### src/rtl/frag_reader_if.sv
// Bundle of the frag_reader control, FIFO read-port and output-stream signals.
interface frag_reader_if #(
  parameter int unsigned LEN_W = 12
);
  // control
  logic             start;
  logic [LEN_W-1:0] frag_len;
  logic             busy;
  logic             done;
  // reassembly FIFO read port
  logic [4:0]       fifo_index;
  logic [31:0]      fifo_dout;
  logic             fifo_rd_en;
  logic [3:0]       fifo_dout_index;
  // output beat stream
  logic [31:0]      m_data;
  logic [2:0]       m_bytes;
  logic             m_valid;
  logic             m_last;
  logic             m_ready;

  // design side
  modport slave (
    input  start, frag_len, fifo_index, fifo_dout, m_ready,
    output busy, done, fifo_rd_en, fifo_dout_index, m_data, m_bytes, m_valid, m_last
  );

  // environment side: control source, FIFO and downstream sink
  modport master (
    output start, frag_len, fifo_index, fifo_dout, m_ready,
    input  busy, done, fifo_rd_en, fifo_dout_index, m_data, m_bytes, m_valid, m_last
  );
endinterface

### src/rtl/frag_reader.sv
// Drains one fragment per start from the byte-granular reassembly FIFO and
// repacks the returned words into a valid/ready beat stream.
module frag_reader #(
  parameter int unsigned LEN_W = 12
) (
  input  logic         clk,
  input  logic         rst_n,
  frag_reader_if.slave bus
);

  localparam int unsigned DATA_W  = 32;
  localparam int unsigned BYTES_W = 3;
  localparam int unsigned IDX_W   = 4;
  localparam int unsigned LVL_W   = 5;
  localparam int unsigned CNT_W   = 3;

  typedef enum logic [1:0] {IDLE, RUN, FLUSH} state_t;

  typedef struct packed {
    logic [DATA_W-1:0]  data;
    logic [BYTES_W-1:0] bytes;
    logic               last;
  } beat_t;

  state_t             r_state;
  state_t             w_state_nxt;
  logic [LEN_W-1:0]   r_rem;
  logic [LEN_W-1:0]   w_rem_nxt;
  logic               r_busy;
  logic               r_done;
  logic               w_done_nxt;

  // read issue stage (cycle the FIFO sees the request)
  logic               r_rd_en;
  logic [IDX_W-1:0]   r_rd_idx;
  logic               r_rd_last;
  // capture stage (cycle fifo_dout is valid)
  logic               r_cap_vld;
  logic [BYTES_W-1:0] r_cap_bytes;
  logic               r_cap_last;

  // 2-entry output buffer: head drives m_*, skid holds the second entry
  beat_t              r_head;
  logic               r_head_vld;
  beat_t              r_skid;
  logic               r_skid_vld;

  logic [LEN_W-1:0]   w_len_src;
  logic [BYTES_W-1:0] w_n;
  logic [LVL_W-1:0]   w_avail;
  logic               w_room;
  logic [CNT_W-1:0]   w_occ;
  logic [CNT_W-1:0]   w_infl;
  logic               w_pop;
  logic               w_push;
  logic               w_credit;
  logic               w_issue;
  logic               w_issue_last;
  logic [DATA_W-1:0]  w_mask;
  beat_t              w_new;

  // Read sizing, FIFO availability and output-buffer credit
  always_comb begin
    w_len_src = (r_state == IDLE) ? bus.frag_len : r_rem;
    w_n       = (w_len_src >= LEN_W'(4)) ? BYTES_W'(4) : BYTES_W'(w_len_src);
    // bytes of a request the FIFO is servicing this cycle are still counted in fifo_index
    w_avail   = bus.fifo_index - (r_rd_en ? LVL_W'(r_rd_idx) : LVL_W'(0));
    w_room    = (w_avail >= LVL_W'(w_n));
    w_pop     = r_head_vld && bus.m_ready;
    w_push    = r_cap_vld;
    w_occ     = CNT_W'(r_head_vld) + CNT_W'(r_skid_vld);
    // both pipeline stages hold a future buffer entry
    w_infl    = CNT_W'(r_rd_en) + CNT_W'(r_cap_vld);
    w_credit  = (w_occ + w_infl) < (CNT_W'(2) + CNT_W'(w_pop));
  end

  // Next-state, read issue and done decode
  always_comb begin
    w_state_nxt  = r_state;
    w_rem_nxt    = r_rem;
    w_issue      = 1'b0;
    w_issue_last = 1'b0;
    w_done_nxt   = 1'b0;
    unique case (r_state)
      IDLE, RUN: begin
        if ((r_state == RUN) || (bus.start && (bus.frag_len != '0))) begin
          w_state_nxt = RUN;
          w_rem_nxt   = w_len_src;
          if (w_room && w_credit) begin
            w_issue      = 1'b1;
            w_issue_last = (w_len_src == LEN_W'(w_n));
            w_rem_nxt    = w_len_src - LEN_W'(w_n);
            if (w_issue_last) begin
              w_state_nxt = FLUSH;
            end
          end
        end
      end
      FLUSH: begin
        if (w_pop && r_head.last) begin
          w_state_nxt = IDLE;
          w_done_nxt  = 1'b1;
        end
      end
      default: w_state_nxt = IDLE;
    endcase
  end

  // State, remaining length and status registers
  always_ff @(posedge clk or negedge rst_n) begin
    if (!rst_n) begin
      r_state <= IDLE;
      r_rem   <= '0;
      r_busy  <= 1'b0;
      r_done  <= 1'b0;
    end else begin
      r_state <= w_state_nxt;
      r_rem   <= w_rem_nxt;
      r_busy  <= (w_state_nxt != IDLE);
      r_done  <= w_done_nxt;
    end
  end

  // Read request and capture pipeline
  always_ff @(posedge clk or negedge rst_n) begin
    if (!rst_n) begin
      r_rd_en     <= 1'b0;
      r_rd_idx    <= '0;
      r_rd_last   <= 1'b0;
      r_cap_vld   <= 1'b0;
      r_cap_bytes <= '0;
      r_cap_last  <= 1'b0;
    end else begin
      r_rd_en     <= w_issue;
      r_rd_idx    <= w_issue ? IDX_W'(w_n) : IDX_W'(0);
      r_rd_last   <= w_issue && w_issue_last;
      r_cap_vld   <= r_rd_en;
      r_cap_bytes <= BYTES_W'(r_rd_idx);
      r_cap_last  <= r_rd_last;
    end
  end

  // Incoming beat with bytes beyond the requested count forced to zero
  always_comb begin
    unique case (r_cap_bytes)
      3'd1:    w_mask = 32'hFF00_0000;
      3'd2:    w_mask = 32'hFFFF_0000;
      3'd3:    w_mask = 32'hFFFF_FF00;
      default: w_mask = 32'hFFFF_FFFF;
    endcase
    w_new       = '0;
    w_new.data  = bus.fifo_dout & w_mask;
    w_new.bytes = r_cap_bytes;
    w_new.last  = r_cap_last;
  end

  // Output buffer: push from capture stage, pop on handshake
  always_ff @(posedge clk or negedge rst_n) begin
    if (!rst_n) begin
      r_head     <= '0;
      r_head_vld <= 1'b0;
      r_skid     <= '0;
      r_skid_vld <= 1'b0;
    end else if (w_pop) begin
      if (r_skid_vld) begin
        r_head <= r_skid;
        if (w_push) begin
          r_skid <= w_new;
        end else begin
          r_skid     <= '0;
          r_skid_vld <= 1'b0;
        end
      end else if (w_push) begin
        r_head <= w_new;
      end else begin
        r_head     <= '0;
        r_head_vld <= 1'b0;
      end
    end else if (w_push) begin
      if (!r_head_vld) begin
        r_head     <= w_new;
        r_head_vld <= 1'b1;
      end else begin
        r_skid     <= w_new;
        r_skid_vld <= 1'b1;
      end
    end
  end

  assign bus.busy            = r_busy;
  assign bus.done            = r_done;
  assign bus.fifo_rd_en      = r_rd_en;
  assign bus.fifo_dout_index = r_rd_idx;
  assign bus.m_data          = r_head.data;
  assign bus.m_bytes         = r_head.bytes;
  assign bus.m_valid         = r_head_vld;
  assign bus.m_last          = r_head.last;

endmodule

### src/flat_wrapper.sv
// flat-port wrapper written by rule: the top's interface ports become plain ports
module frag_reader_flat 
#(
  parameter int unsigned LEN_W = 12
)
  (clk, rst_n, bus_start, bus_frag_len, bus_fifo_index, bus_fifo_dout, bus_m_ready, bus_busy, bus_done, bus_fifo_rd_en, bus_fifo_dout_index, bus_m_data, bus_m_bytes, bus_m_valid, bus_m_last);
  frag_reader_if #(.LEN_W(LEN_W)) bus_i ();
  input  logic clk;
  input  logic rst_n;
  input wire logic [$bits(bus_i.start)-1:0] bus_start;
  input wire logic [$bits(bus_i.frag_len)-1:0] bus_frag_len;
  input wire logic [$bits(bus_i.fifo_index)-1:0] bus_fifo_index;
  input wire logic [$bits(bus_i.fifo_dout)-1:0] bus_fifo_dout;
  input wire logic [$bits(bus_i.m_ready)-1:0] bus_m_ready;
  output wire logic [$bits(bus_i.busy)-1:0] bus_busy;
  output wire logic [$bits(bus_i.done)-1:0] bus_done;
  output wire logic [$bits(bus_i.fifo_rd_en)-1:0] bus_fifo_rd_en;
  output wire logic [$bits(bus_i.fifo_dout_index)-1:0] bus_fifo_dout_index;
  output wire logic [$bits(bus_i.m_data)-1:0] bus_m_data;
  output wire logic [$bits(bus_i.m_bytes)-1:0] bus_m_bytes;
  output wire logic [$bits(bus_i.m_valid)-1:0] bus_m_valid;
  output wire logic [$bits(bus_i.m_last)-1:0] bus_m_last;
  assign bus_i.start = bus_start;
  assign bus_i.frag_len = bus_frag_len;
  assign bus_i.fifo_index = bus_fifo_index;
  assign bus_i.fifo_dout = bus_fifo_dout;
  assign bus_i.m_ready = bus_m_ready;
  assign bus_busy = bus_i.busy;
  assign bus_done = bus_i.done;
  assign bus_fifo_rd_en = bus_i.fifo_rd_en;
  assign bus_fifo_dout_index = bus_i.fifo_dout_index;
  assign bus_m_data = bus_i.m_data;
  assign bus_m_bytes = bus_i.m_bytes;
  assign bus_m_valid = bus_i.m_valid;
  assign bus_m_last = bus_i.m_last;
  frag_reader #(.LEN_W(LEN_W)) u_core (.clk(clk), .rst_n(rst_n), .bus(bus_i));
endmodule
### config.mk
export PLATFORM = sky130hd
export DESIGN_NAME = frag_reader_flat
export DESIGN_NICKNAME = d
export VERILOG_FILES = /design/src/rtl/frag_reader_if.sv /design/src/rtl/frag_reader.sv /design/src/flat_wrapper.sv
export SDC_FILE = /design/constraint.sdc
export NUM_CORES = 1
export LEC_CHECK = 0
export CAP_MARGIN = 0
export CORE_MARGIN = 2
export CORE_UTILIZATION = 30
export DETAILED_ROUTE_END_ITERATION = 12
export PLACE_DENSITY = 0.48
export REMOVE_ABC_BUFFERS = 1
export SLEW_MARGIN = 20
export SYNTH_ARGS = -nofsm -noshare
export SYNTH_HDL_FRONTEND = slang
export SYNTH_SLANG_ARGS = --single-unit
### constraint.sdc
create_clock -name clk -period 9.6 [get_ports clk]
set_input_delay 2.4 -clock clk [delete_from_list [all_inputs] [get_ports clk]]
set_output_delay 2.4 -clock clk [all_outputs]
set_load 0.02 [all_outputs]
; ---- Yosys cells after proc, flatten, opt, wreduce, memory -nomap -nowiden
; Cells that the tools add are included.
[op_classes]
addsub = 6
n_mul = 0
n_div = 0
order_cmp = 3
eq_ne = 10
shifts = 0
mux = 37
bitwise = 1
reduce_logical = 17
[ops]
columns = cell, n
row1 = 36-bit 2-to-1 mux, 9
row2 = 24-bit case mux with 3 select lines, 1
row3 = 32-bit bitwise AND, 1
row4 = 12-bit 2-to-1 mux, 2
row5 = 1-bit 2-to-1 mux, 17
row6 = 12-bit by 3-bit equality test with 1-bit output, 1
row7 = "12-bit by 3-bit >= comparator with 1-bit output, second input constant", 1
row8 = 12-bit nonzero test, 1
row9 = 12-bit by 3-bit subtractor with 12-bit output, 1
row10 = 2-bit 2-to-1 mux, 4
row11 = "3-bit by 2-bit equality test with 1-bit output, second input constant", 2
row12 = 3-bit 2-to-1 mux, 2
row13 = "2-bit inequality test, second input constant", 3
row14 = 2-bit AND reduction, 3
row15 = 3-bit AND reduction, 2
row16 = 2-bit nonzero test, 3
row17 = 5-bit by 3-bit >= comparator with 1-bit output, 1
row18 = 1-bit logical AND, 5
row19 = 5-bit subtractor, 1
row20 = 1-bit by 1-bit adder with 2-bit output, 2
row21 = 4-bit 2-to-1 mux, 1
row22 = 2-bit case mux with 2 select lines, 1
row23 = "2-bit by 1-bit adder with 3-bit output, first input constant", 1
row24 = 3-bit adder, 1
row25 = other kinds (8), 8
[totals]
regBits = 101
latch_bits = 0
ram_bits = 0
rom_bits = 0
input_bits = 53
word_cells = 92
memories = 0

; ---- Depth between registers and ports, before layout
[depth]
ltp_word = 10
mapped_depth = 17
depth_no_buf = 14

; ---- Worst setup path before layout
; OpenSTA, ideal clock, no wires.
[synth_timing]
path_kind = in2reg
startpoint = input port bus_frag_len[9]
endpoint = register u_core.r_rem[9]
setup_ns = 0.064
t_arrival_ns = 5.200
required_time_ns = 9.536
setup_slack_ns = 4.336
stages = 15
path_buffers = 1
path_cell_list = or4_1 > o31ai_1 > and4_1 > buf_6 > nand2_1 > inv_2 > nand2_1 > ha_1 > o21ai_0 > o21bai_1 > o41ai_2 > nor4_4 > nand3_1 > mux2i_1 > o21a_1
[synth_between]
elab_chain_cells = 6
word_cells_on_any_way = 11
classes_between = 1 x add/sub / 2 x order compare / 3 x mux / 5 x reduce/logical
[synth_rtl]
columns = item, line
row1 = from (decl), flat_wrapper.sv:11  ; input wire logic [$bits(bus_i.frag_len)-1:0] bus_frag_len;
row2 = "parallel branches: the longest is 6 deep, another holds 12-bit by 3-bit >= comparator with 1-bit output", -
row3 = to (signal assigned), frag_reader.sv:118  ; r_rem <= w_rem_nxt;
row4 = to (decl), frag_reader.sv:27  ; logic [LEN_W-1:0] r_rem;
; Parallel ways; which one is timed is not known.
; A chain may end at the register's enable or synchronous reset.

; ---- Worst setup path in the final report
; Ends and elaborated chain as after synthesis.

==> out/results.tsv <==
metric	value	unit
status	completed	
Mapped Area	0.00501	mm^2
# DRC	0	
Synth async-reset ratio	100	%
Clk network pwr share	18.4	%
HPWL Detailed	8800	um
setup repair bufs after CTS	0	
Fin Hold WS	0.351	ns
period utilization	61.0	%
CP Launch Type	primary input	
first-pass iteration count of the detailed router	7	
commonest non-fill, non-tap cell in the layout	dfrtp_1	
TNS Setup	0	ns
Max clock buf depth	2	
Root Driver	clkbuf_16	
arrival time worst endpoint	6.15	ns
synthesized instance count	521	
pwr dens	316	mW/mm^2
Clk Latency, worst-skew pair	0.34	ns
Buffers on Ports	95	
Post-CTS Hold Fix Bufs	0	
Hold Path End	u_core.r_cap_last$_DFF_PN0_	
register area share after synthesis	50.0	%
R2R setup slack	5.47	ns
Layout Skew	0.00667	ns
CP Capture Type	register	
CTS tree	yes	
vias in the first global route	4147	
Syn-to-layout area delta	29.1	%
Critical R2R Launch	u_core.r_state[0]$_DFF_PN0_	
Die Footprint	0.0177	mm^2
Hold Path Depth	0	
Post-synth EDFFs	0	
initial core utilization	30.4	%
Psw	823	uW
worst slew pin tran	0.933	ns
fmax	0.171	GHz
core area	0.0165	mm^2
max incr delay on CP	0.63	ns
WP data required	9.89	ns
post-synth top area cell	dfrtp_1	
Comb power frac	46.4	%
CTS sink cnt	100	
GRT Resource Usage Total	15.0	%
Most common cell on crit path	nand2_1	
Post-CTS Resized	0	
share of layout cells above drive strength 1	6.29	%
iteration-0 DRC count of the detailed router	171	
Leakage Power	0.00275	uW
post-synth top area share	50.0	%
Sequential Power Share	35.2	%
leading cell types in the layout, fill and taps excluded	100 x dfrtp_1, 94 x clkdlybuf4s50_1, 87 x nand2_1	
top post-synthesis cells by area	dfrtp_1 50%, nand2_1 6.6%, o21ai_0 5.5%	
Final Wtd Congestion	0.824	
initial antenna violation count	0	
worst hold path class	reg -> reg	
nets@finish	664	
Ports	97	
Final min period	5.86	ns
relative slew slack	37.3	%
Ys Warns	0	
post-route ant nets	0	
vias	4148	
final wirelength	12800	um
H-tree levels	3	
global-route wire length before repair	21500	um
cell-internal power	1220	uW
R2R Path End	u_core.r_rem[9]$_DFFE_PN0P_	
ys flop type	dfrtp_1	
# setup viols final	0	
Max-Cap Viols	0	
Final Hold Fails	0	
crit path cell chain	clkdlybuf4s50_1, or4_1, o31ai_1, and4_1, nand2_1, inv_2, nand2_1, ha_1, o21ai_0, o21bai_1, o41ai_2, nor4_4, nand3_1, mux2i_1, o21a_1	
total congestion overflow	0	
worst r2r path cells	14	
Synth Register Bits	100	
per-cell routed wire length	15.5	um
kind of critical path	in -> reg	
Final Max Tran Viols	0	
Avg Cell Area, Syn	9.61	um^2
CTS clock-pin slew for the worst setup and hold paths	0.07	ns
Via density	5.03	
hold wc startpoint	u_core.r_rd_last$_DFF_PN0_	
Filler Cell Count	1679	
slowest cell on the critical path	o41ai_2	
CTS buffer count	9	
worst vdd ir	0.139	mV
Die Wd	133	um
Sw Share	40.3	%
row cnt	47	
post-synth cell types	60	
Final Util	39.2	%
n_diodes	0	
largest net degree at the start of global routing	87	
DIE HEIGHT	133	um
RSZ-0062 raised after global routing	false	
crit-path max FO	7	
-- metrics by stage --
| step | setup WS (ns) | power [uW] | std cells | instance area [um^2] |
|---|---|---|---|---|
| detailed placement | 3.38 | 1670 | 807 | 6130 |
| CTS | 3.75 | 2060 | 823 | 6430 |
| global route | 3.42 | 2200 | 824 | 6460 |
| floorplan | 4.21 | 1310 | 488 | 4850 |
| global placement | 3.47 | 1650 | 807 | 6120 |
| finish | 3.74 | 2040 | 824 | 6460 |
-- worst max-delay path by stage --
stage                                       end  cells past startpoint       startpoint  slack [ns]
floorplan           u_core.r_rem[9]$_DFFE_PN0P_                     14  bus_frag_len[9]        4.21
global placement    u_core.r_rem[9]$_DFFE_PN0P_                     15  bus_frag_len[9]        3.47
detailed placement  u_core.r_rem[9]$_DFFE_PN0P_                     15  bus_frag_len[9]        3.38
CTS                 u_core.r_rem[9]$_DFFE_PN0P_                     14  bus_frag_len[9]        3.75
global route        u_core.r_rem[9]$_DFFE_PN0P_                     15  bus_frag_len[9]        3.42
finish              u_core.r_rem[9]$_DFFE_PN0P_                     15  bus_frag_len[9]        3.74
-- registers in the layout, summed over array words and instances (netlist names), 2 cells and up --
name                        flops
u_core.r_rem                   12
u_core.r_state                  2
u_core.bus.fifo_dout_index      3
u_core.bus.m_data              32
u_core.bus.m_bytes              3
u_core.r_skid                  36
u_core.r_cap_bytes              3
-- cell type report --
class,instances,area (um^2),area share (%)
flip-flops and latches,100,2500,38.7
multi-input cells,380,2340,36.1
repair buffers,100,1010,15.6
well taps,220,275,4.26
clock buffers,9,225,3.48
clock inverters,7,83.8,1.30
inverters,8,30.0,0.465
-- worst max-delay path: cells and delay by family --
kind | cells | cell delay (ns)
compound gates | 5 | 1.13
fa+ha+maj | 1 | 0.28
buf+inv | 2 | 0.60
mux | 1 | 0.19
simple gates | 6 | 1.55
-- power by group through the flow --
stage          registers, uW  clock network [uW]  logic, uW
2_1_floorplan            798                   0        509
4_1_cts                  719                 393        950
3_3_place_gp             720                   0        933
3_5_place_dp             726                   0        946
5_1_grt                  744                 403       1060
6_report                 718                 376        947
-- kinds of logic (layout without fill, tap and decap cells) --
logic type	Yosys count	after routing	synth area share, %
buf+inv	41	124	3.62
simple gates	158	158	14.3
mux	17	17	3.62
flops	100	100	50.0
compound gates	188	188	24.5
xor+xnor	3	3	0.525
fa+ha+maj	12	12	3.30
other cells	2	2	0.150
-- Yosys cell counts (6+ instances only) --
cell type,instances
nand2_1,88
o21ai_0,55
nor3_1,6
clkbuf_1,26
nor2_1,29
inv_1,7
mux2i_1,12
a22oi_1,24
ha_1,10
a22o_1,24
dfrtp_1,100
a21oi_1,39
o22ai_1,12
-- per-layer routing --
| metal | vias up | part of all wire, % | track usage, % | wire (um) |
|---|---|---|---|---|
| li1 | 2038 | - | - | - |
| met1 | 1994 | 50 | 21.1 | 6340 |
| met2 | 100 | 45 | 23.3 | 5820 |
| met3 | 16 | 3.3 | 2.40 | 420 |
| met4 | 0 | 1.7 | 5.91 | 223 |
| met5 | - | 0 | 0 | 0 |
(Power assumes the default switching activity.)
